File: src/rtl/input_port_buffer.sv
// input_port_buffer: router input FIFO with route-request FSM and crossbar handoff.
// Optional feature macro IBUF_ERR_FLAG_EN adds a sticky err_o protocol-error flag.
module input_port_buffer #(
    parameter int DEPTH  = 4,
    parameter int FLIT_W = 32
) (
    input  logic                    clk_i,
    input  logic                    rst_ni,
    input  logic                    in_valid_i,
    output logic                    in_ready_o,
    input  logic [FLIT_W-1:0]       in_flit_i,
    input  logic [1:0]              in_type_i,
    output logic [7:0]              hdr_addr_o,
    input  logic [2:0]              route_dir_i,
    output logic                    req_o,
    output logic [2:0]              req_dir_o,
    input  logic                    grant_i,
    output logic                    out_valid_o,
    input  logic                    out_ready_i,
    output logic [FLIT_W-1:0]       out_flit_o,
    output logic [1:0]              out_type_o,
`ifdef IBUF_ERR_FLAG_EN
    output logic                    err_o,
`endif
    output logic [$clog2(DEPTH):0]  count_o
);
    localparam int AW = $clog2(DEPTH);
    localparam int CW = AW + 1;

    typedef enum logic [1:0] {IDLE, REQ, XFER} state_t;

    logic [FLIT_W-1:0] flit_mem [DEPTH];
    logic [1:0]        type_mem [DEPTH];
    logic [AW-1:0]     wr_ptr, rd_ptr;
    logic [AW:0]       count;
    state_t            state, state_d;
    logic [2:0]        dir_q, dir_d;
    logic              push, pop, empty, xfer_valid;
    logic [FLIT_W-1:0] head_flit;
    logic [1:0]        head_type;

    assign empty      = (count == '0);
    assign head_flit  = flit_mem[rd_ptr];
    assign head_type  = type_mem[rd_ptr];
    // Full is exactly the MSB of the occupancy because DEPTH is a power of two.
    assign in_ready_o = rst_ni && !count[AW];
    assign push       = in_valid_i && in_ready_o;
    assign count_o    = count;
    assign hdr_addr_o = empty ? 8'h00 : head_flit[7:0];
    assign xfer_valid = (state == XFER) && !empty;
    assign out_valid_o = xfer_valid;
    assign out_flit_o = xfer_valid ? head_flit : '0;
    assign out_type_o = xfer_valid ? head_type : 2'b00;
    assign req_dir_o  = req_o ? dir_q : 3'b000;

    // Flit storage written on every accepted upstream beat.
    always_ff @(posedge clk_i) begin
        if (push) begin
            flit_mem[wr_ptr] <= in_flit_i;
            type_mem[wr_ptr] <= in_type_i;
        end
    end

    // Pointers wrap naturally at DEPTH; occupancy tracks push minus pop.
    always_ff @(posedge clk_i or negedge rst_ni) begin
        if (!rst_ni) begin
            wr_ptr <= '0;
            rd_ptr <= '0;
            count  <= '0;
        end else begin
            if (push) wr_ptr <= wr_ptr + AW'(1);
            if (pop)  rd_ptr <= rd_ptr + AW'(1);
            count <= count + CW'(push) - CW'(pop);
        end
    end

    // FSM state and latched route direction.
    always_ff @(posedge clk_i or negedge rst_ni) begin
        if (!rst_ni) begin
            state <= IDLE;
            dir_q <= 3'b000;
        end else begin
            state <= state_d;
            dir_q <= dir_d;
        end
    end

    // Next state, request and pop; head/single types have equal type bits, tail/single have bit 1 set.
    always_comb begin
        state_d = state;
        dir_d   = dir_q;
        pop     = 1'b0;
        req_o   = 1'b0;
        case (state)
            IDLE: begin
                if (!empty) begin
                    if (head_type[1] == head_type[0]) begin
                        dir_d   = route_dir_i;
                        state_d = REQ;
                    end else begin
                        pop = 1'b1;
                    end
                end
            end
            REQ: begin
                req_o = 1'b1;
                if (grant_i) state_d = XFER;
            end
            XFER: begin
                req_o = 1'b1;
                pop   = xfer_valid && out_ready_i;
                if (pop && head_type[1]) state_d = IDLE;
            end
            default: state_d = IDLE;
        endcase
    end

`ifdef IBUF_ERR_FLAG_EN
    logic discard, err_q;
    assign discard = (state == IDLE) && !empty && (head_type[1] != head_type[0]);
    assign err_o   = err_q;

    // Sticky record of any stray body/tail flit dropped while idle.
    always_ff @(posedge clk_i or negedge rst_ni) begin
        if (!rst_ni) err_q <= 1'b0;
        else         err_q <= err_q | discard;
    end
`endif

endmodule

File: config.mk
export PLATFORM = sky130hd
export DESIGN_NAME = input_port_buffer
export DESIGN_NICKNAME = d
export VERILOG_FILES = /design/src/rtl/input_port_buffer.sv
export SDC_FILE = /design/constraint.sdc
export NUM_CORES = 1
export LEC_CHECK = 0
export ABC_AREA = 1
export BUFFER_PORTS_ARGS = -buffer_cell sky130_fd_sc_hd__buf_2
export CAP_MARGIN = 25
export CELL_PAD_IN_SITES_DETAIL_PLACEMENT = 0
export CELL_PAD_IN_SITES_GLOBAL_PLACEMENT = 2
export CORE_UTILIZATION = 38
export CTS_CLUSTER_DIAMETER = 200
export DETAILED_ROUTE_END_ITERATION = 16
export PLACE_DENSITY = 0.81
export SLEW_MARGIN = 40
export SYNTH_ARGS = -nofsm -noshare
export SYNTH_HDL_FRONTEND = slang
export SYNTH_SLANG_ARGS = --single-unit
File: constraint.sdc
create_clock -name clk_i -period 3 [get_ports clk_i]
set_clock_uncertainty 0.1 [all_clocks]
set_input_delay 0.3 -clock clk_i [delete_from_list [all_inputs] [get_ports clk_i]]
set_output_delay 0.3 -clock clk_i [all_outputs]
set_load 0.01 [all_outputs]
==> results.tsv, run 1 <==
metric	value	unit
path_buf_inv	2	
r2r_end	count_o[2]$_DFF_PN0_	
crit_arrival	2.10	ns
firstDrtPassIters	4	
vias	4162	
synth_area_leaders	edfxtp_1 (66%), nor2_1 (8.5%), o21ai_0 (5.2%)	
clock_latency	0.41	ns
ys_ff_latch	148	
drc_errors	0	
critical_path_class	register to output port	
fp.dieW	130	um
grt_max_degree	36	
wl	13600	um
avgSynthCellArea	11.8	sq um
drv_cap	0	
reg2reg_slack	0.54	ns
tritoncts	done	
core	15900	sq um
crit_start	rd_ptr[0]$_DFFE_PN0P_	
powerDensity	910	nW/um^2
cpPeakStageDelay	0.58	ns
worst_path_max_delay_cell	dfrtp_2	
final_cell_mix	nor2_1 (136), edfxtp_1 (136), buf_2 (92), o21ai_0 (64), nand2_1 (35)	
crit_chain	buf_4 -> nor2_1 -> nor2_1 -> o21ai_0 -> a21oi_1 -> buf_2	
post-place-cells	821	
syn2layout_area_growth	26.5	%
fin_cells	887	
grt_overflow	0	
insertedDiodeCount	0	
synth_cells	524	
finalMaxSlewViolations	0	
critPathRequiredTime	2.60	ns
period_share	83.5	%
clockBufferDepth	2	
start_util	39.0	%
numPortBuffers	92	
track_usage	17.2	%
fp.dieH	130	um
die-area	16800	sq um
hold_viol_final	0	
grt_pass1_wl	20900	um
synth_nets	578	
io_pins	93	
crit_path_frequent_cell	nor2_1	
path_clk_slew	0.06	ns
p_leak	3.11	nW
cts.sinks	148	
wl_per_cell	15.3	um
p_comb_share	34.7	%
worst_pin_slew	0.578	ns
cp_max_fo	34	
worst-path-stages	6	
setup_viol	0	
drive_gt1_share	24.0	%
row_count	46	
setup.worst_path.end	out_flit_o[17]	
synthFlopType	edfxtp_1	
finalCriticalPeriod	2.50	ns
syn_area	6200	sq um
yosys.area.top_type	edfxtp_1	
cpLargestDelayFamily	buffers and inverters	
ant_nets	0	
tns	0	ns
status	complete, no violations	
htree_levels	4	
antenna_found_initial	0	
ctsResizeCount	0	
p_clk_share	28.3	%
yosysSeqAreaShare	70.7	%
fmax	0.399	GHz
r2r-start	rd_ptr[0]$_DFFE_PN0P_	
startpoint_type	register	
rsz0062_at_grt	false	
place_hpwl	7810	um
drt_iter0_drc	225	
synthArstFlopShare	8.11	%
ir_worst_vdd	1.02	mV
power_frac_seq	36.9	%
endpoint_kind	output port	
synthDistinctLibCells	27	
worst_hold_path_type	input port to register	
yosys_warnings	0	
p_switching	2.56	mW
final_nets	712	
reg2reg_depth	12	
place_congestion	0.731	
synth_edf_count	136	
slew-limit-headroom	61.4	%
cts_root_buffer	clkbuf_16	
power.internal	4.57	mW
vias_per_cell	4.69	
cts_buffers	17	
p_sw_share	35.9	%
synth_top_area_share	65.9	%
grt_pass1_vias	4019	
## power groups by stage
| stage | Combinational [mW] | Clock, mW | Sequential (mW) |
|---|---|---|---|
| after floorplan | 1.75 | 0 | 2.61 |
| after global placement | 2.44 | 0 | 2.67 |
| after detailed placement | 2.48 | 0 | 2.68 |
| after CTS | 2.53 | 2.07 | 2.64 |
| after global routing | 2.83 | 2.14 | 2.67 |
| final | 2.48 | 2.02 | 2.64 |
## state kept, by name, indices dropped and copies added, names as in the netlist
register / flops
wr_ptr: 2
dir_q: 3
type_mem: 8
state: 2
count_o: 3
rd_ptr: 2
flit_mem: 128
## through the flow
step / total power, mW / hold WS (ns) / util (%) / worst slack [ns] / instance area (sq um)
after floorplan: 4.36 / -0.0956 / - / 0.123 / 6200
after global placement: 5.11 / 0.172 / 43.6 / 0.547 / 6930
after detailed placement: 5.16 / 0.175 / 43.6 / 0.509 / 6930
after CTS: 7.24 / 0.000865 / 49.4 / 0.439 / 7840
after global routing: 7.63 / 0.0189 / 49.4 / 0.293 / 7840
final: 7.13 / 0.0184 / 49.4 / 0.495 / 7840
## what timing repair did
item / 4_1_cts / 5_1_grt
hold buffers: 34 / 0
setup endpoints to repair: 0 / 0
buffers inserted: 0 / 0
hold endpoints to repair: 141 / 0
## worst register-to-register path, cell delays in order, from the launching register on
cell	delay, ns
dfrtp_2	0.58
inv_4	0.10
nand2_1	0.09
nand3_1	0.06
nand2_1	0.14
nand2_4	0.09
nand3_4	0.09
nand2_2	0.07
ha_1	0.27
inv_1	0.04
ha_1	0.18
fa_1	0.38
xor2_1	0.17
## metal layers
metal  vias up  share of wire, %  track usage [%]
met3        15               4.6             4.51
met1      1977                45             21.3
li1       2065                 -                -
met2       105                49             29.0
met5         -                 0                0
met4         0               1.2             6.43
## worst min-delay path by stage
stage                     cells after the start    startpoint                        to  slack (ns)
after global routing                          1  in_flit_i[0]  flit_mem[2][0]$_DFFE_PP_        0.02
after floorplan                               0        rst_ni      count_o[0]$_DFF_PN0_        -0.1
after detailed placement                      2        rst_ni      count_o[1]$_DFF_PN0_        0.17
after global placement                        2        rst_ni      dir_q[0]$_DFFE_PN0P_        0.17
final                                         1  in_flit_i[0]  flit_mem[2][0]$_DFFE_PP_        0.02
after CTS                                     1  in_flit_i[0]  flit_mem[2][0]$_DFFE_PP_      0.0009
## synth_stat cells, types with 4 or more instances
master and number:
o21ai_0 64, nand3_1 8, edfxtp_1 136, a21oi_1 25, ha_1 11, clkbuf_1 7
dfrtp_1 12, o22ai_1 9, nand2_1 36, nand3_2 4, nand2_2 8, nor2_1 140
inv_1 32, buf_4 4, buf_2 10
## cells by family after synthesis
| group | synth area share [%] |
|---|---|
| xor gates and xnor gates | 0.424 |
| and+or+nand+nor | 13.7 |
| adders and majority gates | 2.54 |
| AOI/OAI and AO/OA | 8.24 |
| buffers and inverters | 4.36 |
| DFF | 70.7 |
## layout make-up
| cell class | count | area, sq um |
|---|---|---|
| timing repair buffer | 140 | 906 |
| clock inverter | 12 | 133 |
| multi-input combinational | 316 | 1580 |
| tap | 216 | 270 |
| inverter | 35 | 134 |
| fill | 1454 | 8040 |
| clock buffer | 20 | 437 |
| sequential | 148 | 4390 |
(Power assumes the default switching activity.)
==> inputs of run 2 (changes only) <==
==> constraint.sdc (replaced) <==
create_clock -name clk_i -period 2.4 [get_ports clk_i]
set_clock_uncertainty 0.1 [all_clocks]
set_input_delay 0.24 -clock clk_i [delete_from_list [all_inputs] [get_ports clk_i]]
set_output_delay 0.24 -clock clk_i [all_outputs]
set_load 0.01 [all_outputs]
==> run 2 against run 1 <==
Power increased by 29%; global-route usage rose by 0.59 points; via count is 1.6% higher; worst setup slack got worse by 0.39 ns; final cell count increased by 1.6%; die area stayed put; utilization increased by 1.4 points.
==> results.tsv, run 2 (synthesized netlist as in run 1, its figures left out) <==
metric	value	unit	change
status	complete, no violations		unchanged
vias	4230		was 4162
reg_top3	flit_mem: 128 flops, type_mem: 8 flops		unchanged
finalMaxSlewViolations	0		unchanged
drive_gt1_share	25.5	%	was 24.0%
htree_levels	4		unchanged
cts_buffers	17		unchanged
fp.dieH	130	um	unchanged
period_share	95.8	%	
crit_start	rd_ptr[0]$_DFFE_PN0P_		unchanged
clock_latency	0.41	ns	about the same
gr-usage-met1	20.4	%	was 21.3%
numPortBuffers	92		unchanged
grt_max_degree	41		was 36
reg2reg_slack	0.10	ns	was 0.54 ns
post-place-cells	829		was 821
cts_root_buffer	clkbuf_16		unchanged
clockBufferDepth	2		unchanged
wl_per_cell	15.1	um	was 15.3 um
crit_chain	inv_4 -> buf_4 -> nand2_2 -> nand3_2 -> nand2_2 -> nand2_4 -> nand3_4 -> nand2_4 -> ha_1 -> inv_1 -> ha_2 -> fa_2 -> xor2_1		was buf_4 -> nor2_1 -> nor2_1 -> o21ai_0 -> a21oi_1 -> buf_2
fmax	0.435	GHz	
cp_max_fo	8		was 34
crit_arrival	2.50	ns	was 2.10 ns
syn2layout_area_growth	30.0	%	was 26.5%
startpoint_type	register		unchanged
worst_pin_slew	0.389	ns	was 0.578 ns
timing.hold.ws	0.196	ns	was 0.0184 ns
insertedDiodeCount	0		unchanged
power.internal	5.99	mW	was 4.57 mW
place_congestion	0.754		was 0.731
r2r-start	rd_ptr[0]$_DFFE_PN0P_		unchanged
firstDrtPassIters	6		was 4
worst_path_max_delay_cell	dfrtp_2		unchanged
hold_viol_final	0		unchanged
finalCriticalPeriod	2.30	ns	
critical_path_class	register to register		was register to output port
slew-limit-headroom	74.1	%	was 61.4%
gr-usage-met3	4.80	%	was 4.51%
p_clk_share	27.8	%	was 28.3%
fp.dieW	130	um	unchanged
tns	0	ns	unchanged
ant_nets	0		unchanged
critPathRequiredTime	2.60	ns	about the same
grt_pass1_wl	21800	um	was 20900 um
die-area	16800	sq um	unchanged
place_hpwl	7920	um	was 7810 um
final_cell_mix	nor2_1 (136), edfxtp_1 (136), buf_2 (92), o21ai_0 (64), dlygate4sd3_1 (38)		was nor2_1 (136), edfxtp_1 (136), buf_2 (92), o21ai_0 (64), nand2_1 (35)
setup.worst_path.end	count_o[2]$_DFF_PN0_		was out_flit_o[17]
tritoncts	done		unchanged
grt_overflow	0		unchanged
worst_hold_path_type	input port to register		unchanged
row_count	46		unchanged
hold_depth	5		was 1
setup_viol	0		unchanged
powerDensity	1140	nW/um^2	was 910 nW/um^2
total_power	9.19	mW	was 7.13 mW
p_comb_share	36.9	%	was 34.7%
drv_cap	0		unchanged
multi_input_area	1590	sq um	was 1580 sq um
rsz0062_at_grt	true		was false
wl	13600	um	about the same
r2r_end	count_o[2]$_DFF_PN0_		unchanged
fin_cells	901		was 887
core	15900	sq um	unchanged
ir_worst_vdd	0.593	mV	was 1.02 mV
top_usage_layer	met2		unchanged
antenna_found_initial	0		unchanged
power_frac_seq	35.3	%	was 36.9%
p_switching	3.20	mW	was 2.56 mW
drt_iter0_drc	218		was 225
io_pins	93		unchanged
cts.sinks	148		unchanged
start_util	39.0	%	unchanged
p_sw_share	34.8	%	was 35.9%
use_met2	31.9	%	was 29.0%
cpPeakStageDelay	0.46	ns	was 0.58 ns
largest_reg_flops	128		unchanged
drc_errors	0		unchanged
num-fill-cells	1441		was 1454
final-seq-area	4390	sq um	unchanged
p_leak	3.21	nW	was 3.11 nW
track_usage	17.8	%	was 17.2%
endpoint_kind	register		was output port
regMostFlops	flit_mem		unchanged
path_clk_slew	0.06	ns	about the same
grt_pass1_vias	4209		was 4019
vias_per_cell	4.69		about the same
final_nets	728		was 712
reg2reg_depth	13		was 12
[run 2: cell count changes in the layout (fill, tap and decap cells not counted), sizes merged]
cell,previous run,this run
buf,106,118
dlygate4sd3,34,38
clkinvlp,4,2
bufinv,2,3
clkbuf,20,19
[run 2: timing repair]
action | in CTS | in global routing
resized for setup | 1 | 9
hold buffers | 38 | 0
pin swaps | 0 | 2
endpoints found under the hold margin | 151 | 0
endpoints found under the setup margin | 2 | 16
buffers inserted | 0 | 5
[run 2: layout make-up]
type,count,share of cell area [%]
sequential,148,54.4
multi-input combinational,316,19.8
tap,216,3.35
timing repair buffer,156,13.7
inverter,35,1.66
clock inverter,11,1.69
clock buffer,19,5.37
[run 2: layer usage]
metal	vias up	wire length, um	part of all wire (%)
met5	-	0	0
met4	0	142	1.0
met3	13	714	5.3
met2	125	6980	51
met1	1993	5740	42
li1	2099	-	-
[run 2: power groups by stage]
stage / clock network, mW / logic [mW] / registers [mW]
floorplan: 0 / 2.18 / 3.27
global placement: 0 / 3.22 / 3.29
detailed placement: 0 / 3.28 / 3.30
CTS: 2.61 / 3.35 / 3.25
global route: 2.71 / 3.87 / 3.26
finish: 2.56 / 3.39 / 3.24
[run 2: critical path, delay by kind of cell, from the launching register on]
kind | cells | cell delay (ns)
xor gates and xnor gates | 1 | 0.16
and+or+nand+nor | 6 | 0.45
buffers and inverters | 3 | 0.25
DFF | 1 | 0.46
adders and majority gates | 3 | 0.76
[run 2: how the worst min path moves through the flow]
stage | endpoint | startpoint | slack (ns)
2_1_floorplan | count_o[0]$_DFF_PN0_ | rst_ni | -0.16
3_5_place_dp | dir_q[2]$_DFFE_PN0P_ | rst_ni | 0.12
4_1_cts | state[0]$_DFFE_PN0P_ | grant_i | 0.17
5_1_grt | state[0]$_DFFE_PN0P_ | grant_i | 0.20
6_report | state[0]$_DFFE_PN0P_ | grant_i | 0.20
3_3_place_gp | dir_q[1]$_DFFE_PN0P_ | rst_ni | 0.12
[run 2: through the flow]
stage	cell area, sq um	worst slack, ns	utilization [%]
floorplan	6200	-0.477	-
global placement	7040	0.0507	44.3
detailed placement	7040	0.0196	44.3
CTS	8000	0.00827	50.3
global route	8060	-0.0295	50.7
finish	8060	0.101	50.7
